$ cat config.mk
export PLATFORM = sky130hd
export DESIGN_NAME = dcache_controller
export DESIGN_NICKNAME = d
export VERILOG_FILES = /design/src/rtl/dcache_pkg.sv /design/src/rtl/dcache_line_array.sv /design/src/rtl/dcache_controller.sv
export SDC_FILE = /design/constraint.sdc
export NUM_CORES = 1
export LEC_CHECK = 0
export CAP_MARGIN = 20
export CORE_MARGIN = 1.5
export CORE_UTILIZATION = 65
export DETAILED_ROUTE_END_ITERATION = 10
export PLACE_DENSITY = 0.84
export SYNTH_ARGS = -nofsm -noshare
export SYNTH_HDL_FRONTEND = slang
export SYNTH_SLANG_ARGS = --single-unit
$ cat constraint.sdc
create_clock -name clock -period 5.3 [get_ports clock]
set_input_delay 0.53 -clock clock [delete_from_list [all_inputs] [get_ports clock]]
set_output_delay 0.53 -clock clock [all_outputs]
set_load 0.005 [all_outputs]
$ cat src/rtl/dcache_pkg.sv
// Shared types and default geometry for the direct-mapped write-back data cache.
package dcache_pkg;
  localparam int ADDR_W          = 8;
  localparam int DATA_W          = 8;
  localparam int DEF_NUM_LINES   = 8;
  localparam int DEF_BLOCK_BYTES = 4;
  localparam int INDEX_W         = $clog2(DEF_NUM_LINES);
  localparam int OFFSET_W        = $clog2(DEF_BLOCK_BYTES);
  localparam int TAG_W           = ADDR_W - INDEX_W - OFFSET_W;
  localparam int STATS_W         = 16;

  typedef logic [STATS_W-1:0] dcache_stats_t;

  typedef enum logic [2:0] {
    IDLE,
    WB,
    WB_GAP,
    ALLOC,
    ALLOC_GAP,
    UPDATE
  } dcache_state_e;
endpackage

$ cat src/rtl/dcache_line_array.sv
// Valid/dirty/tag/data storage for the data cache: one byte write port, one
// tag write port, asynchronous read, valid/dirty cleared by asynchronous reset.
module dcache_line_array
  import dcache_pkg::*;
#(
  parameter int NUM_LINES   = DEF_NUM_LINES,
  parameter int BLOCK_BYTES = DEF_BLOCK_BYTES,
  parameter int TAG_BITS    = TAG_W
) (
  input  logic                          clock,
  input  logic                          reset,
  input  logic [$clog2(NUM_LINES)-1:0]  rd_index,
  output logic                          rd_valid,
  output logic                          rd_dirty,
  output logic [TAG_BITS-1:0]           rd_tag,
  output logic [BLOCK_BYTES*DATA_W-1:0] rd_data,
  input  logic                          bw_en,
  input  logic [$clog2(NUM_LINES)-1:0]  bw_index,
  input  logic [$clog2(BLOCK_BYTES)-1:0] bw_offset,
  input  logic [DATA_W-1:0]             bw_data,
  input  logic                          bw_set_dirty,
  input  logic                          tw_en,
  input  logic [$clog2(NUM_LINES)-1:0]  tw_index,
  input  logic [TAG_BITS-1:0]           tw_tag
);
  logic [NUM_LINES-1:0] valid;
  logic [NUM_LINES-1:0] dirty;
  logic [TAG_BITS-1:0]  tag_mem  [NUM_LINES];
  logic [DATA_W-1:0]    data_mem [NUM_LINES][BLOCK_BYTES];

  assign rd_valid = valid[rd_index];
  assign rd_dirty = dirty[rd_index];
  assign rd_tag   = tag_mem[rd_index];

  for (genvar b = 0; b < BLOCK_BYTES; b++) begin : g_rd
    assign rd_data[b*DATA_W +: DATA_W] = data_mem[rd_index][b];
  end

  // A tag write marks a freshly refilled line: valid and clean.
  always_ff @(posedge clock or posedge reset) begin
    if (reset) begin
      valid <= '0;
      dirty <= '0;
    end else begin
      if (tw_en) begin
        valid[tw_index] <= 1'b1;
        dirty[tw_index] <= 1'b0;
      end
      if (bw_en && bw_set_dirty) dirty[bw_index] <= 1'b1;
    end
  end

  always_ff @(posedge clock) begin
    if (bw_en) data_mem[bw_index][bw_offset] <= bw_data;
    if (tw_en) tag_mem[tw_index] <= tw_tag;
  end
endmodule

$ cat src/rtl/dcache_controller.sv
// Direct-mapped write-back/write-allocate data cache controller.
// Optional hit/miss counters are built when DCACHE_STATS_EN is defined.
module dcache_controller
  import dcache_pkg::*;
#(
  parameter int NUM_LINES   = DEF_NUM_LINES,
  parameter int BLOCK_BYTES = DEF_BLOCK_BYTES
) (
  input  logic        clock,
  input  logic        reset,
  input  logic        read,
  input  logic        write,
  input  logic [7:0]  address,
  input  logic [7:0]  writedata,
  output logic [7:0]  readdata,
  output logic        busywait,
  output logic        mem_read,
  output logic        mem_write,
  output logic [7:0]  mem_address,
  output logic [7:0]  mem_writedata,
  input  logic [7:0]  mem_readdata,
  input  logic        mem_busywait
`ifdef DCACHE_STATS_EN
  ,
  output logic [15:0] hit_count,
  output logic [15:0] miss_count
`endif
);
  localparam int OFFSET_BITS = $clog2(BLOCK_BYTES);
  localparam int INDEX_BITS  = $clog2(NUM_LINES);
  localparam int TAG_BITS    = ADDR_W - INDEX_BITS - OFFSET_BITS;

  dcache_state_e state, state_next;
  logic [OFFSET_BITS-1:0] beat;
  logic                   req_held;
  logic [TAG_BITS-1:0]    miss_tag;
  logic [INDEX_BITS-1:0]  miss_index;

  logic [TAG_BITS-1:0]    addr_tag;
  logic [INDEX_BITS-1:0]  addr_index;
  logic [OFFSET_BITS-1:0] addr_offset;
  logic [INDEX_BITS-1:0]  line_index;
  logic                   line_valid, line_dirty;
  logic [TAG_BITS-1:0]    line_tag;
  logic [BLOCK_BYTES*DATA_W-1:0] line_data;

  logic                   req, hit, last_beat, beat_done;
  logic                   bw_en, bw_set_dirty, tw_en;
  logic [INDEX_BITS-1:0]  bw_index;
  logic [OFFSET_BITS-1:0] bw_offset;
  logic [DATA_W-1:0]      bw_data;

  assign {addr_tag, addr_index, addr_offset} = address;
  assign req        = read ^ write;
  // During a miss the array is addressed from the latched miss register.
  assign line_index = (state == IDLE) ? addr_index : miss_index;
  assign hit        = line_valid && (line_tag == addr_tag);
  assign readdata   = hit ? line_data[int'(addr_offset)*DATA_W +: DATA_W] : '0;
  assign last_beat  = (beat == OFFSET_BITS'(BLOCK_BYTES - 1));
  assign beat_done  = req_held && !mem_busywait;

  dcache_line_array #(
    .NUM_LINES  (NUM_LINES),
    .BLOCK_BYTES(BLOCK_BYTES),
    .TAG_BITS   (TAG_BITS)
  ) u_lines (
    .clock       (clock),
    .reset       (reset),
    .rd_index    (line_index),
    .rd_valid    (line_valid),
    .rd_dirty    (line_dirty),
    .rd_tag      (line_tag),
    .rd_data     (line_data),
    .bw_en       (bw_en),
    .bw_index    (bw_index),
    .bw_offset   (bw_offset),
    .bw_data     (bw_data),
    .bw_set_dirty(bw_set_dirty),
    .tw_en       (tw_en),
    .tw_index    (miss_index),
    .tw_tag      (miss_tag)
  );

  always_comb begin
    state_next    = state;
    busywait      = 1'b0;
    mem_read      = 1'b0;
    mem_write     = 1'b0;
    mem_address   = '0;
    mem_writedata = '0;
    bw_en         = 1'b0;
    bw_set_dirty  = 1'b0;
    bw_index      = addr_index;
    bw_offset     = addr_offset;
    bw_data       = writedata;
    tw_en         = 1'b0;
    case (state)
      IDLE: begin
        if (req && hit) begin
          bw_en        = write;
          bw_set_dirty = write;
        end else if (req) begin
          busywait   = 1'b1;
          state_next = (line_valid && line_dirty) ? WB : ALLOC;
        end
      end
      WB: begin
        busywait      = 1'b1;
        mem_write     = 1'b1;
        mem_address   = {line_tag, miss_index, beat};
        mem_writedata = line_data[int'(beat)*DATA_W +: DATA_W];
        if (beat_done) state_next = WB_GAP;
      end
      WB_GAP: begin
        busywait   = 1'b1;
        state_next = last_beat ? ALLOC : WB;
      end
      ALLOC: begin
        busywait    = 1'b1;
        mem_read    = 1'b1;
        mem_address = {miss_tag, miss_index, beat};
        if (beat_done) begin
          bw_en      = 1'b1;
          bw_index   = miss_index;
          bw_offset  = beat;
          bw_data    = mem_readdata;
          state_next = ALLOC_GAP;
        end
      end
      ALLOC_GAP: begin
        busywait   = 1'b1;
        state_next = last_beat ? UPDATE : ALLOC;
      end
      UPDATE: begin
        busywait   = 1'b1;
        tw_en      = 1'b1;
        state_next = IDLE;
      end
      default: state_next = IDLE;
    endcase
  end

  // req_held marks that the current beat's request has been up for a full cycle.
  always_ff @(posedge clock or posedge reset) begin
    if (reset) begin
      state    <= IDLE;
      beat     <= '0;
      req_held <= 1'b0;
    end else begin
      state <= state_next;
      case (state)
        IDLE:              beat     <= '0;
        WB, ALLOC:         req_held <= !beat_done;
        WB_GAP, ALLOC_GAP: beat     <= last_beat ? '0 : beat + 1'b1;
        default:           req_held <= 1'b0;
      endcase
    end
  end

  always_ff @(posedge clock) begin
    if (state == IDLE && req && !hit) begin
      miss_tag   <= addr_tag;
      miss_index <= addr_index;
    end
  end

`ifdef DCACHE_STATS_EN
  logic refill_done;

  function automatic logic [15:0] sat_inc(input logic [15:0] c);
    return (c == 16'hFFFF) ? c : c + 16'd1;
  endfunction

  // The access that completes right after a refill is not a first-try hit.
  always_ff @(posedge clock or posedge reset) begin
    if (reset) begin
      hit_count   <= '0;
      miss_count  <= '0;
      refill_done <= 1'b0;
    end else begin
      if (state == UPDATE) refill_done <= 1'b1;
      else if (state == IDLE) refill_done <= 1'b0;
      if (state == IDLE && req && hit && !refill_done) hit_count <= sat_inc(hit_count);
      if (state == IDLE && req && !hit) miss_count <= sat_inc(miss_count);
    end
  end
`endif
endmodule
### After elaboration in Yosys (flattened, before gate mapping)

Memory sizes are Yosys's and may differ from the RTL's.
Cells that the tools add are included.

| word-level totals | value |
|---|---|
| bits in registers | 28 |
| bits in writable memories | 280 |
| input port bits | 29 |
| output and inout bits | 27 |
| word-level logic and storage cells | 103 |
| memories kept | 2 |

| operators by class | value |
|---|---|
| add/sub/neg operators | 1 |
| order comparisons | 7 |
| equal/unequal tests | 11 |
| shift-type cells | 2 |
| muxes and demuxes | 47 |
| bitwise gates (word level) | 6 |
| reductions and logical operators | 20 |

Memories:

| name | words | width | read ports | clocked after Yosys merged registers in | wr ports | RTL line | text |
|---|---|---|---|---|---|---|---|
| u_lines.data_mem | 8 | 32 | 1 | 0 | 1 | dcache_line_array.sv:29 | `logic [DATA_W-1:0] data_mem [NUM_LINES][BLOCK_BYTES];` |
| u_lines.tag_mem | 8 | 3 | 1 | 0 | 1 | dcache_line_array.sv:28 | `logic [TAG_BITS-1:0] tag_mem [NUM_LINES];` |

Operators with widths:

| kind | count |
|---|---|
| indexed part select 32 x 6 -> 8 bit | 2 |
| 2-to-1 mux 8 bit | 7 |
| 2-to-1 mux 32 bit | 1 |
| 2-to-1 mux 3 bit | 8 |
| demux 8 bit (select 2 bit) | 1 |
| OR 8 bit | 2 |
| case mux 8 bit (2 select lines) | 1 |
| 2-to-1 mux 1 bit | 15 |
| case mux 3 bit (5 select lines) | 1 |
| less-than comparator 3 x 4 -> 1 bit, second input constant | 3 |
| logical AND 1 bit | 10 |
| 2-to-1 mux 2 bit | 5 |
| bitwise AND 8 bit | 1 |
| != test 2 bit, second input constant | 4 |
| NOT 8 bit | 1 |
| binary-select mux 1 bit (select 3 bit) | 2 |
| demux 1 bit (select 3 bit) | 2 |
| == test 3 x 2 -> 1 bit, second input constant | 2 |
| == test 3 bit, second input constant | 2 |
| greater-or-equal comparator 3 x 1 -> 1 bit, second input constant | 2 |
| case mux 1 bit (2 select lines) | 3 |
| OR reduction 5 bit | 1 |
| case mux 2 bit (2 select lines) | 1 |
| AND reduction 4 bit | 1 |
| 13 further kinds | 16 |

### Depth between registers and ports, before layout

Gate-level depths: netlist of the first run.

| depth | value |
|---|---|
| depth after elaboration | 10 |
| depth in mapped cells | 11 |
| mapped depth without buffers | 7 |

### Cells and area by module

A second synthesis of the first run with hierarchy kept.

| second synthesis, totals | value |
|---|---|
| cell total of the unflattened synthesis | 637 |
| area, all modules | 12,916.1 um2 |

By module, submodules not included:

| module | instances | cells an instance | area each (um2) | seq. area each (um2) |
|---|---|---|---|---|
| dcache_line_array | 1 | 506 | 11,459.7 | 8,808.4 |
| dcache_controller | 1 | 131 | 1,456.4 | 330.3 |

### Least setup slack after synthesis of the first run

No wires, ideal clock.

| path | value |
|---|---|
| path type | input port to flip-flop |
| from | input address[4] |
| to | memory u_lines.data_mem[0][0] (netlist name), enable pin |
| library setup time | 0.375 ns |
| arrival time | 2.891 ns |
| data required time | 4.925 ns |
| path slack | 2.033 ns |
| stages | 9 |
| buffers on the path | 2 |
| path through | clkbuf_1 > clkbuf_1 > mux2i_1 > a211oi_1 > a211o_1 > or2_0 > o2111ai_2 > nand4_2 > a21oi_1 |

| on the way | value |
|---|---|
| word-level cells in the longest chain between the ends | 9 |
| elaborated cells between the ends (all ways) | 13 |
| those cells by class | 1 x eq/ne; 9 x mux; 2 x reduce/logical; 1 x memory |

Ends and longest elaborated chain:

| what | RTL line | text |
|---|---|---|
| start: declaration | dcache_controller.sv:13 | `input logic [7:0] address,` |
| 2-to-1 mux 3 bit | dcache_controller.sv:56 | `assign line_index = (state == IDLE) ? addr_index : miss_index;` |
| memory (8 x 3 bit) / binary-select mux 1 bit (select 3 bit) (equally long branches) | -- |  |
| == test 3 bit / 2-to-1 mux 1 bit (equally long branches) | dcache_controller.sv:57, dcache_line_array.sv:31 |  |
| logical AND 1 bit | dcache_controller.sv:57 | `assign hit = line_valid && (line_tag == addr_tag);` |
| logical AND 1 bit | dcache_controller.sv:99 | `if (req && hit) begin` |
| 2-to-1 mux 1 bit | dcache_controller.sv:99 |  |
| case mux 1 bit (2 select lines) | dcache_controller.sv:97 | `case (state)` |
| 2-to-1 mux 1 bit | dcache_line_array.sv:54 | `if (bw_en) data_mem[bw_index][bw_offset] <= bw_data;` |
| 2-to-1 mux 32 bit (not written as such) | dcache_line_array.sv:54 |  |
| end: declaration | dcache_line_array.sv:29 |  |

Parallel ways exist; a longest one is shown, timed or not. The select of a mux whose other input is x is not followed.

### Worst setup path after layout of the first run

| path | value |
|---|---|
| from | register state[1] |
| to | output readdata[4] |

| on the way | value |
|---|---|
| word-level cells in the longest chain between the ends | 6 |
| elaborated cells between the ends (all ways) | 10 |
| those cells by class | 1 x eq/ne; 1 x shift; 4 x mux; 2 x reduce/logical; 2 x memory |

Ends and longest elaborated chain:

| what | RTL line | text |
|---|---|---|
| start: declaration | dcache_controller.sv:33 | `dcache_state_e state, state_next;` |
| start signal: assignment | dcache_controller.sv:150 | `state <= state_next;` |
| zero test 3 bit (*) | dcache_controller.sv:56 |  |
| 2-to-1 mux 3 bit (*) | dcache_controller.sv:56 |  |
| parallel branches: the longest is 3 deep, another holds memory (8 x 32 bit) | -- |  |
| 2-to-1 mux 8 bit (*) | dcache_controller.sv:58 | `assign readdata = hit ? line_data[int'(addr_offset)*DATA_W +: DATA_W] : '0;` |
| end: declaration | dcache_controller.sv:15 | `output logic [7:0] readdata,` |

Every way passes the cells marked *. The select of a mux whose other input is x is not followed.

==> results of run 1 <==
final cells by class:
class / count / area share
multi-input cells: 694 / 0.282
clock inverters: 8 / 0.00643
well taps: 275 / 0.0218
flip-flops and latches: 308 / 0.580
inverters: 13 / 0.00310
clock buffers: 41 / 0.0495
repair buffers: 96 / 0.0568
logic make-up (layout without fill, tap and decap cells):
family	count (synthesis)	count (layout)	synth area share
AOI/OAI and AO/OA	230	230	0.123
xor gates and xnor gates	1	1	0.000627
adders and majority gates	1	1	0.000895
buffers and inverters	99	158	0.0296
DFF	308	308	0.654
muxes	59	59	0.0532
and+or+nand+nor	403	403	0.139
registers in the layout (all words and copies together), names as in the netlist:
signal / cells
state: 3
u_lines.tag_mem: 24
req_held: 1
u_lines.dirty: 8
u_lines.valid: 8
u_lines.data_mem: 256
miss_index: 3
miss_tag: 3
beat: 2
per-stage QoR:
| stage | instances | instance area [µm²] | worst slack, ns |
|---|---|---|---|
| 3_5_place_dp | 1386 | 14900 | 0.615 |
| 3_3_place_gp | 1386 | 14900 | 0.704 |
| 2_1_floorplan | 1101 | 14000 | 2.03 |
| 5_1_grt | 1435 | 15800 | 0.132 |
| 6_report | 1435 | 15800 | 0.272 |
| 4_1_cts | 1435 | 15800 | 0.316 |
routing by layer:
layer | vias to the layer above | wire (µm) | global-route usage | share of wire
met5 | - | 0 | 0 | 0
met4 | 0 | 1410 | 0.130 | 0.040
met3 | 110 | 3740 | 0.0595 | 0.11
met2 | 645 | 16700 | 0.513 | 0.48
met1 | 4691 | 13000 | 0.430 | 0.37
li1 | 4292 | - | - | -
critical path, cell delays in order (launching register included):
cell and delay, ns:
dfrtp_1 0.48, nor3_4 0.74, mux4_2 0.61, nor2_1 0.19, o22a_1 0.24, o2111a_2 0.30, nand2_1 0.35, nor3_1 0.45
clkdlybuf4s50_1 0.57
synth_stat cells (all sizes together), types with 7 or more instances:
cell,number
buf,35
nand3,54
mux4,11
nand2,210
a21o,9
a311oi,32
nor2,20
and3,44
a31oi,8
nand2b,13
o21ai,16
nor3,14
a21oi,35
dfrtp,22
or2,8
o31ai,11
a31o,25
o22ai,26
clkbuf,51
and2,7
edfxtp,286
mux2i,36
a211oi,42
inv,13
mux2,12
nand4,7
power breakdown:
part	switching, W	internal (W)	total (W)
Sequential	0.000104	0.00284	0.00294
Combinational	0.00177	0.00109	0.00286
Clock	0.000856	0.00112	0.00197
worst min-delay path by stage:
stage | cells after the start | slack (ns) | endpoint | startpoint
6_report | 2 | 0.46 | u_lines.valid[7] | reset
5_1_grt | 1 | 0.51 | u_lines.valid[3] | u_lines.valid[3]
4_1_cts | 2 | 0.49 | u_lines.valid[7] | reset
3_5_place_dp | 2 | 0.48 | u_lines.dirty[0] | u_lines.dirty[0]
3_3_place_gp | 2 | 0.47 | u_lines.dirty[0] | u_lines.dirty[0]
2_1_floorplan | 2 | 0.45 | u_lines.dirty[1] | u_lines.dirty[1]
==> flow_summary.json, run 1 <==
{
  "gp_congestion": 0.894,
  "p_leak_nw": 5.53,
  "root_buffer": "clkbuf_16",
  "drcViolationCount": 0,
  "tightest_slew_ns": 0.997,
  "multi_input_area_um2": 4450,
  "wl_per_cell_um": 24.3,
  "setup-violations-final": 0,
  "synthTopCellsByArea": "edfxtp_1, nand2_1, dfrtp_1",
  "reg2reg_from": "state[1]",
  "routed_wirelength_um": 34900,
  "drt-pass1-iter-count": 5,
  "seqCellArea_um2": 9140,
  "clk_pin_slew_ns": 0.06,
  "grt_first_pass_wirelength_um": 53000,
  "start_util": 0.665,
  "drt_iter0_drc": 1270,
  "numCtsBuffers": 29,
  "avgSynthCellArea_um2": 12.7,
  "synth_area_um2": 14000,
  "endpoint_kind": "output pin",
  "hold_violations": 0,
  "cts_resized": 0,
  "grt_pass1_vias": 9473,
  "synthCells": 1101,
  "drv_cap": 0,
  "synth_top_area_cell": "edfxtp_1",
  "dp_hpwl_um": 21300,
  "antennaDiodeCount": 0,
  "final_common_cell": "edfxtp_1",
  "die_area_um2": 22400,
  "final_core_util": 0.750,
  "hold_class": "input port to async pin",
  "cts_tree": "yes",
  "slew_viol_final": 0,
  "io_buffers": 55,
  "seq_area_frac_synth": 0.654,
  "setup_tns_ns": 0,
  "min_period_over_period": 0.949,
  "power_density_nw_per_um2": 494,
  "period_minus_slack_ns": 5.03,
  "post_cts.repair.setup_buffers": 0,
  "synth.distinct_cells": 62,
  "die_w_um": 150,
  "reg2reg_slack_ns": 1.25,
  "die_h_um": 150,
  "drive_above_1_share": 0.132,
  "grt.total_usage": 0.318,
  "crit_start": "state[1]",
  "worst-endpoint-required_ns": 4.77,
  "yosysTopAreaCellShare": 0.615,
  "cp-start-kind": "flip-flop",
  "via_per_inst": 6.79,
  "timing.rr.end": "u_lines.data_mem[3][9]",
  "fin_nets": 1172,
  "vias": 9738,
  "grt-ovfl-total": 0,
  "synth-async-reset-ratio": 0.0714,
  "io_pins": 56,
  "fmax_mhz": 199,
  "critPathKind": "flip-flop to output pin",
  "yosysWarnings": 0,
  "core_area_um2": 21000,
  "clkLatencyLatePin_ns": 0.57,
  "cts_max_level": 1,
  "fillers": 1317,
  "endpoint": "readdata[4]",
  "postRouteAntennaNets": 0,
  "skew_ns": 0.0200,
  "rsz0062_at_grt": "false",
  "synth-seq-cells": 308,
  "clockBufferDepth": 3,
  "final_cell_mix": "edfxtp_1, nand2_1, clkdlybuf4s50_1",
  "rows": 53,
  "synth_fp_nets": 1131,
  "synthToLayoutAreaGrowth_pct": 12.8,
  "antenna_found_initial": 0,
  "arrival_ns": 4.50,
  "power_w": 0.00778,
  "reg2reg_depth": 7,
  "outcome": "finished, final reports clean",
  "postCtsHoldBufs": 0,
  "synth-main-ff-cell": "edfxtp_1",
  "vdd_drop_max_mv": 0.385,
  "synth_edf_count": 286,
  "holdWs_ns": 0.460,
  "critPathMaxFanout": 15,
  "cts_num_sinks": 308,
  "grt_start_max_net_pins": 67,
  "slew_headroom": 0.335
}
Power figures use the tool's default switching activity.
==> run 2: changes to the inputs <==
REMOVE_ABC_BUFFERS = 1   (was not set)
==> run 2 against run 1 <==
  * Fmax grew 0.50%
  * Count of clock-buffer cells in the layout shrank 5
  * Sequential power about the same
  * Sequential share of layout area decreased by 0.83 points
  * Clock power grew 11%
  * Setup slack better by 0.025 ns
  * Non-clock buffer count rose by 9
  * Sequential cell count is the same
  * Critical endpoint is now readdata[0]
==> flow_summary.json, run 2 (same netlist as run 1, synthesis figures left out) <==
{
  "outcome": "finished, final reports clean",
  "path_delay_family": "simple AND/OR/NAND/NOR gates",
  "drv_cap": 0,
  "vias": 9945,
  "placedInstanceArea_um2": 14900,
  "rows": 53,
  "drt-pass1-iter-count": 6,
  "grt_first_pass_wirelength_um": 54100,
  "io_pins": 56,
  "timing.rr.end": "u_lines.data_mem[1][20]",
  "critPathMaxFanout": 20,
  "p_leak_nw": 5.65,
  "drcViolationCount": 0,
  "grt-ovfl-total": 0,
  "numCtsBuffers": 30,
  "worst-path-buf-inv": 2,
  "worst-path-stages": 9,
  "antenna_found_initial": 0,
  "cp-start-kind": "flip-flop",
  "postCtsHoldBufs": 0,
  "dp.cells": 1390,
  "period_minus_slack_ns": 5.00,
  "die_h_um": 150,
  "postRouteAntennaNets": 0,
  "slowest_stage": "dfrtp_1",
  "fin_cells": 1451,
  "worst-endpoint-required_ns": 4.77,
  "slowest_delay_ns": 0.67,
  "cts_max_level": 1,
  "start_util": 0.665,
  "synthToLayoutAreaGrowth_pct": 14.4,
  "grt_pass1_vias": 9476,
  "skew_ns": 0.0113,
  "cts_tree": "yes",
  "largest_registers": "u_lines.data_mem x256, u_lines.tag_mem x24",
  "min_period_over_period": 0.944,
  "final_common_cell": "edfxtp_1",
  "gp_congestion": 0.970,
  "arrival_ns": 4.47,
  "wl_per_cell_um": 24.8,
  "fin_nets": 1182,
  "slew_headroom": 0.272,
  "clk_pin_slew_ns": 0.06,
  "tightest_slew_ns": 1.09,
  "crit_chain": "nor3_4 -> buf_12 -> mux2_2 -> o22ai_1 -> a221o_1 -> o2111a_2 -> nand2_1 -> nor3_1 -> clkdlybuf4s50_1",
  "top_register": "u_lines.data_mem",
  "rsz0062_at_grt": "false",
  "drt_iter0_drc": 1201,
  "fin_area_um2": 16000,
  "grt.total_usage": 0.326,
  "setup-violations-final": 0,
  "hold_class": "input port to async pin",
  "hold_violations": 0,
  "die_area_um2": 22400,
  "slew_viol_final": 0,
  "root_buffer": "clkbuf_16",
  "reg2reg_from": "state[0]",
  "clkLatencyLatePin_ns": 0.56,
  "busiest_layer": "met2",
  "dp_hpwl_um": 21900,
  "drive_above_1_share": 0.146,
  "via_per_inst": 6.85,
  "cts_num_sinks": 308,
  "vdd_drop_max_mv": 0.434,
  "clockBufferDepth": 3,
  "reg2reg_depth": 6,
  "largest_reg_flops": 256,
  "antennaDiodeCount": 0,
  "io_buffers": 55,
  "critPathKind": "flip-flop to output pin",
  "die_w_um": 150,
  "core_area_um2": 21000,
  "use_met2": 0.515,
  "endpoint_kind": "output pin",
  "use_met3": 0.0622,
  "reg2reg_slack_ns": 1.09,
  "final_cell_mix": "edfxtp_1, nand2_1, clkdlybuf4s50_1",
  "met1_usage": 0.437,
  "fmax_mhz": 200,
  "routed_wirelength_um": 36100,
  "power_density_nw_per_um2": 503,
  "grt_start_max_net_pins": 90,
  "final_core_util": 0.761
}
## run 2: cell types whose count changed in the layout (fill, tap and decap cells not counted), moves of 2 or more
cell	delta
bufinv_16	+2
clkbuf_1	-8
clkinv_1	+5
clkbuf_16	+2
clkinvlp_4	+2
buf_12	+2
clkinv_2	+3
buf_4	+7
## run 2: power by group
group	total, W	internal [W]	switching (W)
registers	0.00294	0.00284	0.000103
clock network	0.00218	0.00128	0.000900
logic	0.00292	0.00112	0.00180
total	0.00804	0.00524	0.00280
## run 2: worst max path at each step
stage / start / to / slack [ns]
finish: state[0] / readdata[0] / 0.30
global route: state[0] / readdata[0] / 0.16
CTS: state[0] / readdata[0] / 0.13
detailed placement: address[3] / readdata[0] / 0.43
global placement: address[3] / readdata[4] / 0.64
floorplan: state[1] / mem_writedata[6] / -0.24
## run 2: area by class of cell
| cell class | count | area [µm²] |
|---|---|---|
| Clock buffer | 36 | 815 |
| Fill cell | 1205 | 5030 |
| Multi-Input combinational cell | 694 | 4450 |
| Sequential cell | 308 | 9140 |
| Tap cell | 275 | 344 |
| Clock inverter | 20 | 199 |
| Inverter | 13 | 48.8 |
| Timing Repair Buffer | 105 | 988 |
## run 2: per-stage QoR
| step | hold slack, ns | TNS, ns | worst slack (ns) | total power [W] |
|---|---|---|---|---|
| after floorplan | 0.452 | -3.75 | -0.241 | 0.00473 |
| after global placement | 0.466 | 0 | 0.639 | 0.00570 |
| after detailed placement | 0.477 | 0 | 0.435 | 0.00578 |
| after CTS | 0.471 | 0 | 0.128 | 0.00793 |
| after global routing | 0.514 | 0 | 0.157 | 0.00831 |
| final | 0.457 | 0 | 0.297 | 0.00804 |
## run 2: routing by layer
metal / share of wire / routed length [µm] / vias up
met4: 0.048 / 1740 / 0
met2: 0.48 / 17200 / 710
met3: 0.12 / 4200 / 138
met5: 0 / 0 / -
li1: - / - / 4312
met1: 0.36 / 12900 / 4785
## run 2: repair_timing
action                                  CTS  global route
endpoints found under the setup margin    0             7
endpoints found under the hold margin     0             0
setup buffers                             0             5
resized for setup                         0             0
==> run 3: changes to the inputs <==
TNS_END_PERCENT = 20   (was not set)
==> results of run 3 <==
The final DEF is identical to that of run 2; final timing and power are the same.
